`config.mk`:
```
export PLATFORM = sky130hd
export DESIGN_NAME = aes_mixcol_seq
export DESIGN_NICKNAME = d
export VERILOG_FILES = /design/src/rtl/aes_gf_pkg.sv /design/src/rtl/aes_mixcol_col.sv /design/src/rtl/aes_mixcol_seq.sv
export SDC_FILE = /design/constraint.sdc
export NUM_CORES = 1
export LEC_CHECK = 0
export BUFFER_PORTS_ARGS = -buffer_cell sky130_fd_sc_hd__buf_2
export CAP_MARGIN = 40
export CORE_MARGIN = 5
export CORE_UTILIZATION = 57
export DETAILED_ROUTE_END_ITERATION = 10
export PLACE_DENSITY = 0.85
export SYNTH_ARGS = -nofsm -noshare
export SYNTH_HDL_FRONTEND = slang
export SYNTH_SLANG_ARGS = --single-unit
export TNS_END_PERCENT = 1
```
`constraint.sdc`:
```
create_clock -name clk -period 5.8 [get_ports clk]
set_input_delay 1.16 -clock clk [delete_from_list [all_inputs] [get_ports clk]]
set_output_delay 1.16 -clock clk [all_outputs]
set_load 0.02 [all_outputs]
```
`src/rtl/aes_gf_pkg.sv`:
```
// rtl/aes_gf_pkg.sv - GF(2^8) helpers, mode constants and FSM type for the MixColumns engine
package aes_gf_pkg;

    localparam logic [7:0] POLY_DEFAULT = 8'h1b;
    localparam logic       MODE_FWD     = 1'b0;
    localparam logic       MODE_INV     = 1'b1;

    typedef enum logic [1:0] {
        IDLE = 2'd0,
        RUN  = 2'd1,
        DONE = 2'd2
    } mixcol_state_e;

    function automatic logic [7:0] xtime(input logic [7:0] x, input logic [7:0] poly);
        return {x[6:0], 1'b0} ^ (poly & {8{x[7]}});
    endfunction

    // sel names the constant directly: 1, 2, 3, 9, b, d or e; anything else yields 0
    function automatic logic [7:0] gf_mul_const(input logic [7:0] x, input logic [3:0] sel,
                                                input logic [7:0] poly);
        logic [7:0] x2;
        logic [7:0] x4;
        logic [7:0] x8;
        logic [7:0] r;
        x2 = xtime(x, poly);
        x4 = xtime(x2, poly);
        x8 = xtime(x4, poly);
        case (sel)
            4'h1:    r = x;
            4'h2:    r = x2;
            4'h3:    r = x2 ^ x;
            4'h9:    r = x8 ^ x;
            4'hb:    r = x8 ^ x2 ^ x;
            4'hd:    r = x8 ^ x4 ^ x;
            4'he:    r = x8 ^ x4 ^ x2;
            default: r = 8'h00;
        endcase
        return r;
    endfunction

endpackage

```
`src/rtl/aes_mixcol_col.sv`:
```
// rtl/aes_mixcol_col.sv - combinational MixColumns/InvMixColumns transform of one 32-bit column
module aes_mixcol_col
    import aes_gf_pkg::*;
#(
    parameter logic [7:0] POLY = POLY_DEFAULT
) (
    input  logic [31:0] col,
    input  logic        inv,
    output logic [31:0] res
);

    logic [15:0] coefs;

    // Output byte i uses coefficient (j - i) mod 4 for input byte j
    always_comb begin
        coefs = (inv == MODE_INV) ? 16'hebd9 : 16'h2311;
        res   = '0;
        for (int i = 0; i < 4; i++) begin
            for (int j = 0; j < 4; j++) begin
                res[31-8*i -: 8] = res[31-8*i -: 8]
                                 ^ gf_mul_const(col[31-8*j -: 8],
                                                coefs[15-4*((j-i+4)%4) -: 4], POLY);
            end
        end
    end

endmodule

```
`src/rtl/aes_mixcol_seq.sv`:
```
// rtl/aes_mixcol_seq.sv - sequential MixColumns/InvMixColumns engine, COLS_PER_CYCLE columns per cycle
module aes_mixcol_seq
    import aes_gf_pkg::*;
#(
    parameter int         COLS_PER_CYCLE = 1,
    parameter logic [7:0] POLY           = POLY_DEFAULT
) (
    input  logic         clk,
    input  logic         rst_n,
    input  logic         in_valid,
    output logic         in_ready,
    input  logic         in_inv,
    input  logic [127:0] in_state,
    output logic         out_valid,
    input  logic         out_ready,
    output logic [127:0] out_state
);

    if (COLS_PER_CYCLE != 1 && COLS_PER_CYCLE != 2 && COLS_PER_CYCLE != 4) begin : g_bad_cpc
        $error("aes_mixcol_seq: COLS_PER_CYCLE must be 1, 2 or 4");
    end

    mixcol_state_e fsm_q;
    mixcol_state_e fsm_d;
    logic [1:0]    col_cnt_q;
    logic [127:0]  st_q;
    logic [127:0]  st_upd;
    logic          mode_q;
    logic          last_step;

    logic [COLS_PER_CYCLE-1:0][31:0] col_src;
    logic [COLS_PER_CYCLE-1:0][31:0] col_res;

    assign last_step = (col_cnt_q == 2'(4 - COLS_PER_CYCLE));

    // Column select and write-back use constant slices so no index can fall outside the state
    always_comb begin
        col_src = '0;
        st_upd  = st_q;
        for (int k = 0; k < COLS_PER_CYCLE; k++) begin
            for (int c = 0; c < 4; c++) begin
                if (int'(col_cnt_q) + k == c) begin
                    col_src[k]             = st_q[127-32*c -: 32];
                    st_upd[127-32*c -: 32] = col_res[k];
                end
            end
        end
    end

    for (genvar k = 0; k < COLS_PER_CYCLE; k++) begin : g_col
        aes_mixcol_col #(.POLY(POLY)) u_col (
            .col (col_src[k]),
            .inv (mode_q),
            .res (col_res[k])
        );
    end

    always_ff @(posedge clk or negedge rst_n) begin
        if (!rst_n) begin
            fsm_q <= IDLE;
        end else begin
            fsm_q <= fsm_d;
        end
    end

    always_comb begin
        fsm_d = fsm_q;
        case (fsm_q)
            IDLE:    if (in_valid) fsm_d = RUN;
            RUN:     if (last_step) fsm_d = DONE;
            DONE:    if (out_ready) fsm_d = IDLE;
            default: fsm_d = IDLE;
        endcase
    end

    always_ff @(posedge clk or negedge rst_n) begin
        if (!rst_n) begin
            col_cnt_q <= 2'd0;
            st_q      <= '0;
            mode_q    <= MODE_FWD;
        end else begin
            case (fsm_q)
                IDLE: begin
                    if (in_valid) begin
                        st_q      <= in_state;
                        mode_q    <= in_inv;
                        col_cnt_q <= 2'd0;
                    end
                end
                RUN: begin
                    st_q      <= st_upd;
                    col_cnt_q <= col_cnt_q + 2'(COLS_PER_CYCLE);
                end
                default: ;
            endcase
        end
    end

    always_comb begin
        in_ready  = (fsm_q == IDLE);
        out_valid = (fsm_q == DONE);
        out_state = (fsm_q == DONE) ? st_q : '0;
    end

endmodule
```
# After elaboration in Yosys (flattened, before gate mapping)
# Cells that the tools add are included.
dict set report totals {
  out_inout_bits 130
  reg_bits 133
  input_bits 133
  elab_cells 145
}
dict set report classes {
  bitwise_logic 52
  muxes 34
  n_addsub 1
  reduce_logical 10
  eq_ne 41
}
# op count
set op_table {}
lappend op_table {{$pmux 8 s7} 16}
lappend op_table {{$xor 8x8->8} 40}
lappend op_table {{$mux 128} 2}
lappend op_table {{$mux 32} 8}
lappend op_table {{$pmux 128 s2} 1}
lappend op_table {{$xor 8x5->8} 12}
lappend op_table {{$eq 4x4->1 const B} 16}
lappend op_table {{$eq 4x2->1 const B} 8}
lappend op_table {{$logic_not 32->1} 1}
lappend op_table {{$eq 4x1->1 const B} 4}
lappend op_table {{$mux 16} 1}
lappend op_table {{$reduce_and 3->1} 5}
lappend op_table {{$ne 2x2->1 const B} 6}
lappend op_table {{$eq 2x2->1 const B} 4}
lappend op_table {{$mux 2} 4}
lappend op_table {{$pmux 2 s3} 1}
lappend op_table {{$eq 2x1->1 const B} 2}
lappend op_table {{$pmux 2 s2} 1}
lappend op_table {{$reduce_and 2->1} 2}
lappend op_table {{$add 2x1->2 const B} 1}
lappend op_table {{$logic_not 2->1} 1}
lappend op_table {{$ne 2x1->1 const B} 1}
lappend op_table {{$reduce_bool 2->1} 1}

# Depth between registers and ports, before layout
# Gate-level depths: netlist of the first run.
dict set report depth {
  word_depth 16
  depth_mapped 15
  ltp_nobuf 12
}

# Modules after synthesis
# A second synthesis of the first run with hierarchy kept.
dict set report unflattened {
  hier_cells 1157
  area_unflattened_um2 10577.6
}
# module area_per_inst_um2 instances seq_area_each_um2 cells_per_inst
set modules_own_cells {}
lappend modules_own_cells {aes_mixcol_seq 8381.8 1 3328.2 931}
lappend modules_own_cells {aes_mixcol_col 2195.9 1 0.0 226}

# Worst setup path before layout of the first run
# OpenSTA, ideal clock, no wires.
dict set report synth_path {
  kind {register to register}
  start {register col_cnt_q[0]}
  end {register st_q[122]}
  synth_period_minus_slack_ns 3.164
  path_stages_with_launch 15
  t_arrival_ns 3.091
  path_buffers 2
  required_time_ns 5.727
  slack_ns 2.636
  setup_ns 0.073
  path_cell_list {dfrtp_1 -> inv_1 -> ha_1 -> buf_6 -> or2_1 -> buf_6 -> a221oi_4 -> nor3_1 -> or3_1 -> and2_1 -> xnor3_1 -> nor2_2 -> xnor3_1 -> nand2b_4 -> a21oi_2}
}
dict set report synth_between {
  elab_chain_len 16
  elab_cells_between_ends 59
  classes_between {eq/ne: 4; mux: 10; bitwise: 43; reduce/logical: 2}
}
# item line
set synth_lines {}
lappend synth_lines {{start, declared} aes_mixcol_seq.sv:25} ;# logic [1:0] col_cnt_q;
lappend synth_lines {{start signal, assigned} aes_mixcol_seq.sv:92} ;# col_cnt_q <= col_cnt_q + 2'(COLS_PER_CYCLE);
lappend synth_lines {{$logic_not 32->1} aes_mixcol_seq.sv:42} ;# if (int'(col_cnt_q) + k == c) begin
lappend synth_lines {{$mux 32 (4 in series)} aes_mixcol_seq.sv:42}
lappend synth_lines {{$xor 8x5->8 (3 in series)} aes_gf_pkg.sv:15} ;# return {x[6:0], 1'b0} ^ (poly & {8{x[7]}});
lappend synth_lines {{$xor 8x8->8, on equally long branches} {aes_gf_pkg.sv:34, aes_gf_pkg.sv:35, aes_gf_pkg.sv:33}}
lappend synth_lines {{$xor 8x8->8, on equally long branches} {aes_gf_pkg.sv:35, aes_gf_pkg.sv:33, aes_gf_pkg.sv:34}}
lappend synth_lines {{$pmux 8 s7} aes_gf_pkg.sv:28} ;# case (sel)
lappend synth_lines {{$xor 8x8->8 (3 in series)} aes_mixcol_col.sv:21} ;# ^ gf_mul_const(col[31-8*j -: 8],
lappend synth_lines {{$mux 32} aes_mixcol_seq.sv:42}
lappend synth_lines {{$pmux 128 s2} aes_mixcol_seq.sv:82} ;# case (fsm_q)
lappend synth_lines {{end signal, assigned} aes_mixcol_seq.sv:85} ;# st_q <= in_state;
lappend synth_lines {{end signal, assigned} aes_mixcol_seq.sv:91} ;# st_q <= st_upd;
lappend synth_lines {{end, declared} aes_mixcol_seq.sv:26} ;# logic [127:0] st_q;
# Several ways; a longest one is shown, not always the timed one. The select of a mux whose other input is x is not followed.
# A chain may end at the register's enable or synchronous reset.

# Final worst setup path of the first run
dict set report layout_path {
  start {register col_cnt_q[0]}
  end {register st_q[75]}
}
# Same word-level chain as after synthesis.

==> tab_implementation.tex, run 1 <==
\begin{tabular}{lr}
\hline
Metric & Value \\
\hline
\multicolumn{2}{l}{\textbf{Worst setup path}} \\
\quad Combined buffer and inverter count along the critical path & 2 \\
\quad Reg2reg end & st\_q[75] \\
\quad Source of the worst register-to-register timing path & col\_cnt\_q[0] \\
\quad Cells along the critical path & inv\_1 -> ha\_1 -> buf\_4 -> nor2\_2 -> o211ai\_1 -> o221a\_2 -> xnor2\_1 -> xnor2\_1 -> xnor2\_1 -> a21oi\_1 -> o21ai\_1 -> o21ai\_1 \\
\quad Cell class contributing the biggest share of worst-path delay & compound AO/OA/AOI/OAI gates \\
\quad Register-to-Register Setup Slack & 1.40 ns \\
\quad Required time of the critical path & 6.08 ns \\
\quad Worst Path Max Fanout & 28 \\
\quad Standard cell with the maximum stage delay on the critical path & sky130\_fd\_sc\_hd\_\_nor2\_2 \\
\quad Depth of the most critical reg-to-reg path & 12 \\
\quad Arrival time worst endpoint & 4.67 ns \\
\quad CP max stage delay & 0.61 ns \\
\quad Classification of the worst setup path & reg2reg \\
\quad Sort of element at the start of the critical path & flip-flop \\
\quad Cell repeated most along the worst path & sky130\_fd\_sc\_hd\_\_xnor2\_1 \\
\quad Critical path capture point type & flip-flop \\
\multicolumn{2}{l}{\textbf{Min path}} \\
\quad WHS Path Cells & 2 \\
\quad Hold path startpoint & st\_q[113] \\
\quad Worst hold path type & reg2reg \\
\quad Hold Path Sink & st\_q[113] \\
\multicolumn{2}{l}{\textbf{Clock network}} \\
\quad Sinks on Clock Net & 133 \\
\quad Insertion delay to the later sink of the worst-skew pair & 0.43 ns \\
\quad Quantity of gates resized following cts & 0 \\
\quad Number of H-tree branching levels & 4 \\
\quad CTS Buf Count & 17 \\
\quad Clock Tree Buf Depth & 2 \\
\quad Post-cts hold buffer count & 0 \\
\quad CTS tree & built \\
\quad Clock edge transition at the registers on the reported setup and hold paths & 0.06 ns \\
\quad Clock root cell & sky130\_fd\_sc\_hd\_\_clkbuf\_16 \\
\quad Setup bufs post-CTS & 0 \\
\multicolumn{2}{l}{\textbf{Floorplan}} \\
\quad Core Footprint & 17900 sq um \\
\quad Initial cell density of the core & 0.579 \\
\quad Die Height & 145 um \\
\quad Full die area & 21000 sq um \\
\quad \# rows & 49 \\
\quad I/O Pins & 263 \\
\quad Horizontal die dimension & 145 um \\
\multicolumn{2}{l}{\textbf{STA}} \\
\quad Number of max-slew violations in the final report & 0 \\
\quad Worst hold slack & 0.500 ns \\
\quad Setup repair after global routing missed its margin & no \\
\quad Transition time of the tightest slew-check pin & 0.890 ns \\
\quad Post-route clock skew & 0.0101 ns \\
\quad Finish-stage setup viols & 0 \\
\quad Setup TNS & 0 ns \\
\quad Worst slew margin relative to its limit & 0.400 \\
\quad Minimum clock period & 4.40 ns \\
\quad Fmax achieved & 227 MHz \\
\quad Final hold viol count & 0 \\
\quad Crit share post-route & 0.758 \\
\multicolumn{2}{l}{\textbf{Outcome}} \\
\quad Outcome & complete, no violations \\
\multicolumn{2}{l}{\textbf{Detailed routing}} \\
\quad Residual DRC count & 0 \\
\quad Detailed-routing iteration count for the pre-antenna-repair pass & 6 \\
\quad Detailed Route Iter0 Violations & 1370 \\
\quad Via-per-instance ratio & 6.17 \\
\quad Post-DR wirelength/cell & 22.4 um \\
\quad Vias & 10400 \\
\quad Post-DRT Antenna Nets & 0 \\
\quad Routed wire length & 37.6 mm \\
\multicolumn{2}{l}{\textbf{Global route}} \\
\quad Wire length of the first global-routing pass & 56.6 mm \\
\quad GR Util All Layers & 0.357 \\
\quad Total overflow reported by the global router & 0 \\
\quad Maximum number of pins on one net before global-route repair & 63 \\
\quad Global routing usage on met1 & 0.490 \\
\quad Number of antenna violations at the first check in global routing & 1 \\
\quad Vias in the first global route & 9910 \\
\quad Met2 routing resource usage after global routing & 0.549 \\
\quad Grt met3 use & 0.0966 \\
\quad Global route hottest layer & met2 \\
\multicolumn{2}{l}{\textbf{Synthesis}} \\
\quad Yosys Warn Count & 0 \\
\quad Most used flip-flop cell after synthesis & sky130\_fd\_sc\_hd\_\_dfrtp\_1 \\
\quad Count of mapped cells out of synthesis & 1222 \\
\quad Unique cell type count in the Yosys netlist & 75 \\
\quad Fraction of registers with async set/reset & 1.00 \\
\quad Cell area after synthesis & 10400 sq um \\
\quad FF+latch count, synth & 133 \\
\quad Top cell type's share of synthesized area & 0.321 \\
\quad Register area share after synthesis & 0.321 \\
\quad Synth area leaders & sky130\_fd\_sc\_hd\_\_dfrtp\_1, sky130\_fd\_sc\_hd\_\_xnor2\_1, sky130\_fd\_sc\_hd\_\_and2\_1 \\
\quad Cell type with the highest aggregate area in the netlist & sky130\_fd\_sc\_hd\_\_dfrtp\_1 \\
\quad Mean post-synth cell area & 8.48 sq um \\
\quad Count of flip-flops with a built-in enable after synthesis & 0 \\
\quad Syn Nets & 1359 \\
\multicolumn{2}{l}{\textbf{Finish}} \\
\quad Share of cells above drive strength 1 & 0.264 \\
\quad Net count of the finished layout & 1574 \\
\quad Commonest non-fill, non-tap cell in the layout & sky130\_fd\_sc\_hd\_\_buf\_2 \\
\quad Final non-filler cell area & 12400 sq um \\
\quad P\&R area growth vs syn & 19.6\% \\
\quad Count of filler cells inserted in the layout & 1444 \\
\quad Commonest non-fill, non-tap cells in the layout & sky130\_fd\_sc\_hd\_\_buf\_2, sky130\_fd\_sc\_hd\_\_nand2\_1, sky130\_fd\_sc\_hd\_\_and2\_1 \\
\multicolumn{2}{l}{\textbf{Placement}} \\
\quad Post-DP HPWL & 28.3 mm \\
\quad Number of port buffers & 262 \\
\quad GPL Wtd Cong & 0.993 \\
\quad Placed Area & 11800 sq um \\
\multicolumn{2}{l}{\textbf{Job}} \\
\quad \# Max-Cap Violations & 0 \\
\hline
\end{tabular}
==> sequential cells by signal, summed over array words and instances (netlist names) <==
register   count
col_cnt_q      2
fsm_q          2
mode_q         1
st_q         128
==> final cells by class <==
type / instances / area [sq um] / share of cell area
tap: 229 / 287 / 0.0231
multi-input combinational: 987 / 6550 / 0.529
antenna: 1 / 2.50 / 0.000202
clock buffer: 19 / 453 / 0.0365
sequential: 133 / 3330 / 0.269
clock inverter: 12 / 121 / 0.00979
inverter: 14 / 52.6 / 0.00424
timing repair buffer: 284 / 1600 / 0.129
==> layer usage <==
layer | vias up | share of wire
met2 | 705 | 0.46
met5 | - | 0
met1 | 4955 | 0.39
met3 | 103 | 0.12
met4 | 0 | 0.033
li1 | 4590 | -
==> kinds of logic after synthesis <==
logic type                 after synthesis  share of synthesized area
AOI/OAI and AO/OA                      368                      0.221
xor gates and xnor gates               171                      0.176
adders and majority gates                4                    0.00483
buffers and inverters                  102                     0.0502
DFF                                    133                      0.321
muxes                                    7                    0.00688
and+or+nand+nor                        437                      0.220
==> Yosys cell counts (11+ instances only) <==
| cell | number |
|---|---|
| sky130_fd_sc_hd__xor2_1 | 28 |
| sky130_fd_sc_hd__clkbuf_1 | 59 |
| sky130_fd_sc_hd__nand2_1 | 140 |
| sky130_fd_sc_hd__o21ai_1 | 30 |
| sky130_fd_sc_hd__xnor3_1 | 15 |
| sky130_fd_sc_hd__a21oi_1 | 130 |
| sky130_fd_sc_hd__a21oi_2 | 11 |
| sky130_fd_sc_hd__xnor2_1 | 118 |
| sky130_fd_sc_hd__inv_1 | 12 |
| sky130_fd_sc_hd__nor2_1 | 82 |
| sky130_fd_sc_hd__o21ai_0 | 91 |
| sky130_fd_sc_hd__a31oi_1 | 15 |
| sky130_fd_sc_hd__o211ai_1 | 11 |
| sky130_fd_sc_hd__dfrtp_1 | 133 |
| sky130_fd_sc_hd__o22ai_1 | 13 |
| sky130_fd_sc_hd__and2_1 | 136 |
| sky130_fd_sc_hd__o22a_1 | 14 |
| sky130_fd_sc_hd__nand3b_1 | 11 |
| sky130_fd_sc_hd__nor2b_1 | 11 |
==> worst max-delay path by stage <==
stage                 startpoint         to  slack [ns]  depth (start not counted)
floorplan           col_cnt_q[0]  st_q[122]        2.64                         14
global placement    col_cnt_q[0]   st_q[21]        1.73                         13
detailed placement  col_cnt_q[0]   st_q[21]        1.72                         13
CTS                 col_cnt_q[0]   st_q[70]        1.67                         13
global route        col_cnt_q[0]  st_q[105]        1.26                         10
finish              col_cnt_q[0]   st_q[75]        1.40                         12
==> metrics by stage <==
stage | utilization | instances | worst slack [ns]
2_1_floorplan | - | 1222 | 2.64
3_3_place_gp | 0.651 | 1640 | 1.73
3_5_place_dp | 0.660 | 1647 | 1.72
4_1_cts | 0.692 | 1678 | 1.67
5_1_grt | 0.692 | 1679 | 1.26
6_report | 0.692 | 1679 | 1.40
==> worst register-to-register path: cells and delay by family, from the launching register on <==
kind            cells  cell delay [ns]
compound gates      5             1.54
xor+xnor            3             1.10
simple gates        1             0.61
flops               1             0.41
buf+inv             2             0.34
fa+ha+maj           1             0.23
Power of run 1 is left out: the tool's default activity adds up to more than one toggle a clock period on the data nets, which glitch-free logic cannot reach.
==> inputs of run 2 (changes only) <==
--- a/config.mk
+++ b/config.mk
@@ -8,9 +8,9 @@
 export BUFFER_PORTS_ARGS = -buffer_cell sky130_fd_sc_hd__buf_2
 export CAP_MARGIN = 40
 export CORE_MARGIN = 5
-export CORE_UTILIZATION = 57
+export CORE_UTILIZATION = 55
 export DETAILED_ROUTE_END_ITERATION = 10
-export PLACE_DENSITY = 0.85
+export PLACE_DENSITY = 0.82
 export SYNTH_ARGS = -nofsm -noshare
 export SYNTH_HDL_FRONTEND = slang
 export SYNTH_SLANG_ARGS = --single-unit
==> constraint.sdc (replaced) <==
create_clock -name clk -period 4.5 [get_ports clk]
set_input_delay 0.9 -clock clk [delete_from_list [all_inputs] [get_ports clk]]
set_output_delay 0.9 -clock clk [all_outputs]
set_load 0.02 [all_outputs]
==> run 2 against run 1 <==
Against the previous run:
- maximum frequency is 2.4% higher
- largest cell class unchanged
- final cell count is 1.1% higher
- global-route usage is 0.84 points lower
- clock-buffer cell count is 1 lower
- die area is 3.4% higher
- core utilization is 2.2 points lower
- first-iteration DRC count is 6.0% lower
- non-clock buffer count is 13 higher
- clock skew is 0.0033 ns higher
- via count is 0.24% lower
==> tab_implementation.tex, run 2 (synthesis gave the netlist of run 1 again) <==
\begin{tabular}{lr}
\hline
Metric & Value \\
\hline
\multicolumn{2}{l}{\textbf{Clock network}} \\
\quad Clock Tree Buf Depth & 2 (unchanged) \\
\quad Clock edge transition at the registers on the reported setup and hold paths & 0.07 ns (was 0.06 ns) \\
\quad Number of H-tree branching levels & 4 (unchanged) \\
\quad CTS Buf Count & 17 (unchanged) \\
\quad Clock root cell & sky130\_fd\_sc\_hd\_\_clkbuf\_16 (unchanged) \\
\quad Sinks on Clock Net & 133 (unchanged) \\
\quad CTS tree & built (unchanged) \\
\quad Setup bufs post-CTS & 0 (unchanged) \\
\quad Insertion delay to the later sink of the worst-skew pair & 0.44 ns (was 0.43 ns) \\
\multicolumn{2}{l}{\textbf{STA}} \\
\quad Minimum clock period & 4.29 ns (was 4.40 ns) \\
\quad Finish-stage setup viols & 0 (unchanged) \\
\quad Worst hold slack & 0.513 ns (was 0.500 ns) \\
\quad Crit share post-route & 0.954 (was 0.758) \\
\quad Setup TNS & 0 ns (unchanged) \\
\quad Setup repair after global routing missed its margin & no (unchanged) \\
\quad Transition time of the tightest slew-check pin & 0.853 ns (was 0.890 ns) \\
\quad Number of max-slew violations in the final report & 0 (unchanged) \\
\quad Worst slew margin relative to its limit & 0.431 (was 0.400) \\
\quad Final hold viol count & 0 (unchanged) \\
\quad Post-route clock skew & 0.0135 ns (was 0.0101 ns) \\
\quad Fmax achieved & 233 MHz (was 227 MHz) \\
\multicolumn{2}{l}{\textbf{Detailed routing}} \\
\quad Detailed Route Iter0 Violations & 1288 (was 1370) \\
\quad Post-DRT Antenna Nets & 0 (unchanged) \\
\quad Detailed-routing iteration count for the pre-antenna-repair pass & 6 (unchanged) \\
\quad Vias & 10300 (was 10400) \\
\quad Post-DR wirelength/cell & 22.9 um (was 22.4 um) \\
\quad Residual DRC count & 0 (unchanged) \\
\quad Via-per-instance ratio & 6.08 (was 6.17) \\
\quad Routed wire length & 38.9 mm (was 37.6 mm) \\
\multicolumn{2}{l}{\textbf{Finish}} \\
\quad Share of cells above drive strength 1 & 0.271 (was 0.264) \\
\quad P\&R area growth vs syn & 20.7\% (was 19.6\%) \\
\quad Largest register FFs & 128 (unchanged) \\
\quad Largest reg by FF count & st\_q (unchanged) \\
\quad Commonest non-fill, non-tap cells in the layout & sky130\_fd\_sc\_hd\_\_buf\_2, sky130\_fd\_sc\_hd\_\_nand2\_1, sky130\_fd\_sc\_hd\_\_and2\_1 (unchanged) \\
\quad Combined flip-flop and latch cell area & 3330 sq um (unchanged) \\
\quad Area used by multi-input combinational logic & 6560 sq um (was 6550 sq um) \\
\quad Net count of the finished layout & 1587 (was 1574) \\
\quad Final non-filler cell area & 12500 sq um (was 12400 sq um) \\
\quad Count of filler cells inserted in the layout & 1556 (was 1444) \\
\quad Final std cells w/o fill & 1698 (was 1679) \\
\quad Commonest non-fill, non-tap cell in the layout & sky130\_fd\_sc\_hd\_\_buf\_2 (unchanged) \\
\quad Largest registers in the final layout & st\_q x128, col\_cnt\_q x2, fsm\_q x2 (unchanged) \\
\multicolumn{2}{l}{\textbf{Floorplan}} \\
\quad Initial cell density of the core & 0.556 (was 0.579) \\
\quad I/O Pins & 263 (unchanged) \\
\quad Full die area & 21700 sq um (was 21000 sq um) \\
\quad Core Footprint & 18600 sq um (was 17900 sq um) \\
\quad Die Height & 147 um (was 145 um) \\
\quad Horizontal die dimension & 147 um (was 145 um) \\
\quad \# rows & 50 (was 49) \\
\multicolumn{2}{l}{\textbf{Global route}} \\
\quad Maximum number of pins on one net before global-route repair & 91 (was 63) \\
\quad GR Util All Layers & 0.349 (was 0.357) \\
\quad Number of antenna violations at the first check in global routing & 2 (was 1) \\
\quad Wire length of the first global-routing pass & 58.1 mm (was 56.6 mm) \\
\quad Total overflow reported by the global router & 0 (unchanged) \\
\quad Vias in the first global route & 9836 (was 9910) \\
\multicolumn{2}{l}{\textbf{Placement}} \\
\quad Post-DP HPWL & 29.7 mm (was 28.3 mm) \\
\quad Placed Area & 11900 sq um (was 11800 sq um) \\
\quad Number of port buffers & 262 (unchanged) \\
\quad GPL Wtd Cong & 0.948 (was 0.993) \\
\quad Placed Cells & 1665 (was 1647) \\
\multicolumn{2}{l}{\textbf{Worst setup path}} \\
\quad Sort of element at the start of the critical path & flip-flop (unchanged) \\
\quad Cells along the critical path & inv\_1 -> ha\_1 -> buf\_4 -> nand2\_1 -> o21ai\_0 -> o221ai\_1 -> xnor2\_2 -> xnor3\_1 -> xnor3\_1 -> nand2\_1 -> xnor2\_1 -> nor2\_1 -> o21ai\_1 (was inv\_1 -> ha\_1 -> buf\_4 -> nor2\_2 -> o211ai\_1 -> o221a\_2 -> xnor2\_1 -> xnor2\_1 -> xnor2\_1 -> a21oi\_1 -> o21ai\_1 -> o21ai\_1) \\
\quad Standard cell with the maximum stage delay on the critical path & sky130\_fd\_sc\_hd\_\_xnor3\_1 (was sky130\_fd\_sc\_hd\_\_nor2\_2) \\
\quad Combined buffer and inverter count along the critical path & 2 (unchanged) \\
\quad Required time of the critical path & 4.79 ns (was 6.08 ns) \\
\quad Classification of the worst setup path & reg2reg (unchanged) \\
\quad Depth of the most critical reg-to-reg path & 13 (was 12) \\
\quad Arrival time worst endpoint & 4.58 ns (was 4.67 ns) \\
\quad Cell class contributing the biggest share of worst-path delay & XOR/XNOR gates (was compound AO/OA/AOI/OAI gates) \\
\quad Number of stages on the worst setup path & 13 (was 12) \\
\quad Critical path capture point type & flip-flop (unchanged) \\
\quad CP max stage delay & 0.47 ns (was 0.61 ns) \\
\quad Worst Path Max Fanout & 12 (was 28) \\
\multicolumn{2}{l}{\textbf{Min path}} \\
\quad Worst hold path type & reg2reg (unchanged) \\
\quad WHS Path Cells & 2 (unchanged) \\
\multicolumn{2}{l}{\textbf{Outcome}} \\
\quad Outcome & complete, no violations (unchanged) \\
\multicolumn{2}{l}{\textbf{Job}} \\
\quad \# Max-Cap Violations & 0 (unchanged) \\
\hline
\end{tabular}
==> run 2: layer usage <==
metal / vias to the layer above / wire length (um) / GRT usage
met1: 4937 / 16100 / 0.495
met2: 696 / 17400 / 0.538
li1: 4618 / - / -
met3: 77 / 4430 / 0.0848
met5: - / 0 / 0
met4: 0 / 911 / 0.0895
==> run 2: cell type report <==
class,instances,area share
diodes,1,0.000200
clock buffers,18,0.0343
clock inverters,14,0.0131
inverters,14,0.00420
multi-input cells,987,0.525
flip-flops and latches,133,0.266
well taps,234,0.0234
repair buffers,297,0.134
==> run 2: final timing paths <==
| path | from | to | slack (ns) |
|---|---|---|---|
| setup / recovery | col_cnt_q[0] | st_q[68] | 0.21 |
| hold / removal | st_q[65] | st_q[65] | 0.51 |
| setup reg to reg | col_cnt_q[0] | st_q[68] | 0.21 |
| hold reg to reg | st_q[65] | st_q[65] | 0.51 |
| min in group asynchronous | rst_n | st_q[81] | 0.53 |
| max in group asynchronous | rst_n | st_q[56] | 3.08 |
==> run 2: stage by stage <==
| step | setup slack (ns) | util |
|---|---|---|
| 2_1_floorplan | 1.34 | - |
| 3_3_place_gp | 0.308 | 0.633 |
| 3_5_place_dp | 0.250 | 0.638 |
| 4_1_cts | 0.211 | 0.670 |
| 5_1_grt | 0.0288 | 0.671 |
| 6_report | 0.208 | 0.671 |
==> run 2: tightest hold or removal path: cells and delay by family, from the launching register on <==
family	cells	cell delay (ns)
flops	1	0.37
simple gates	1	0.05
compound gates	1	0.06
==> run 2: what timing repair did <==
item                                    4_1_cts  5_1_grt
gates resized for setup                       0        1
endpoints found under the setup margin        0        8
hold buffers                                  0        0
Power of run 2 is left out for the same reason.
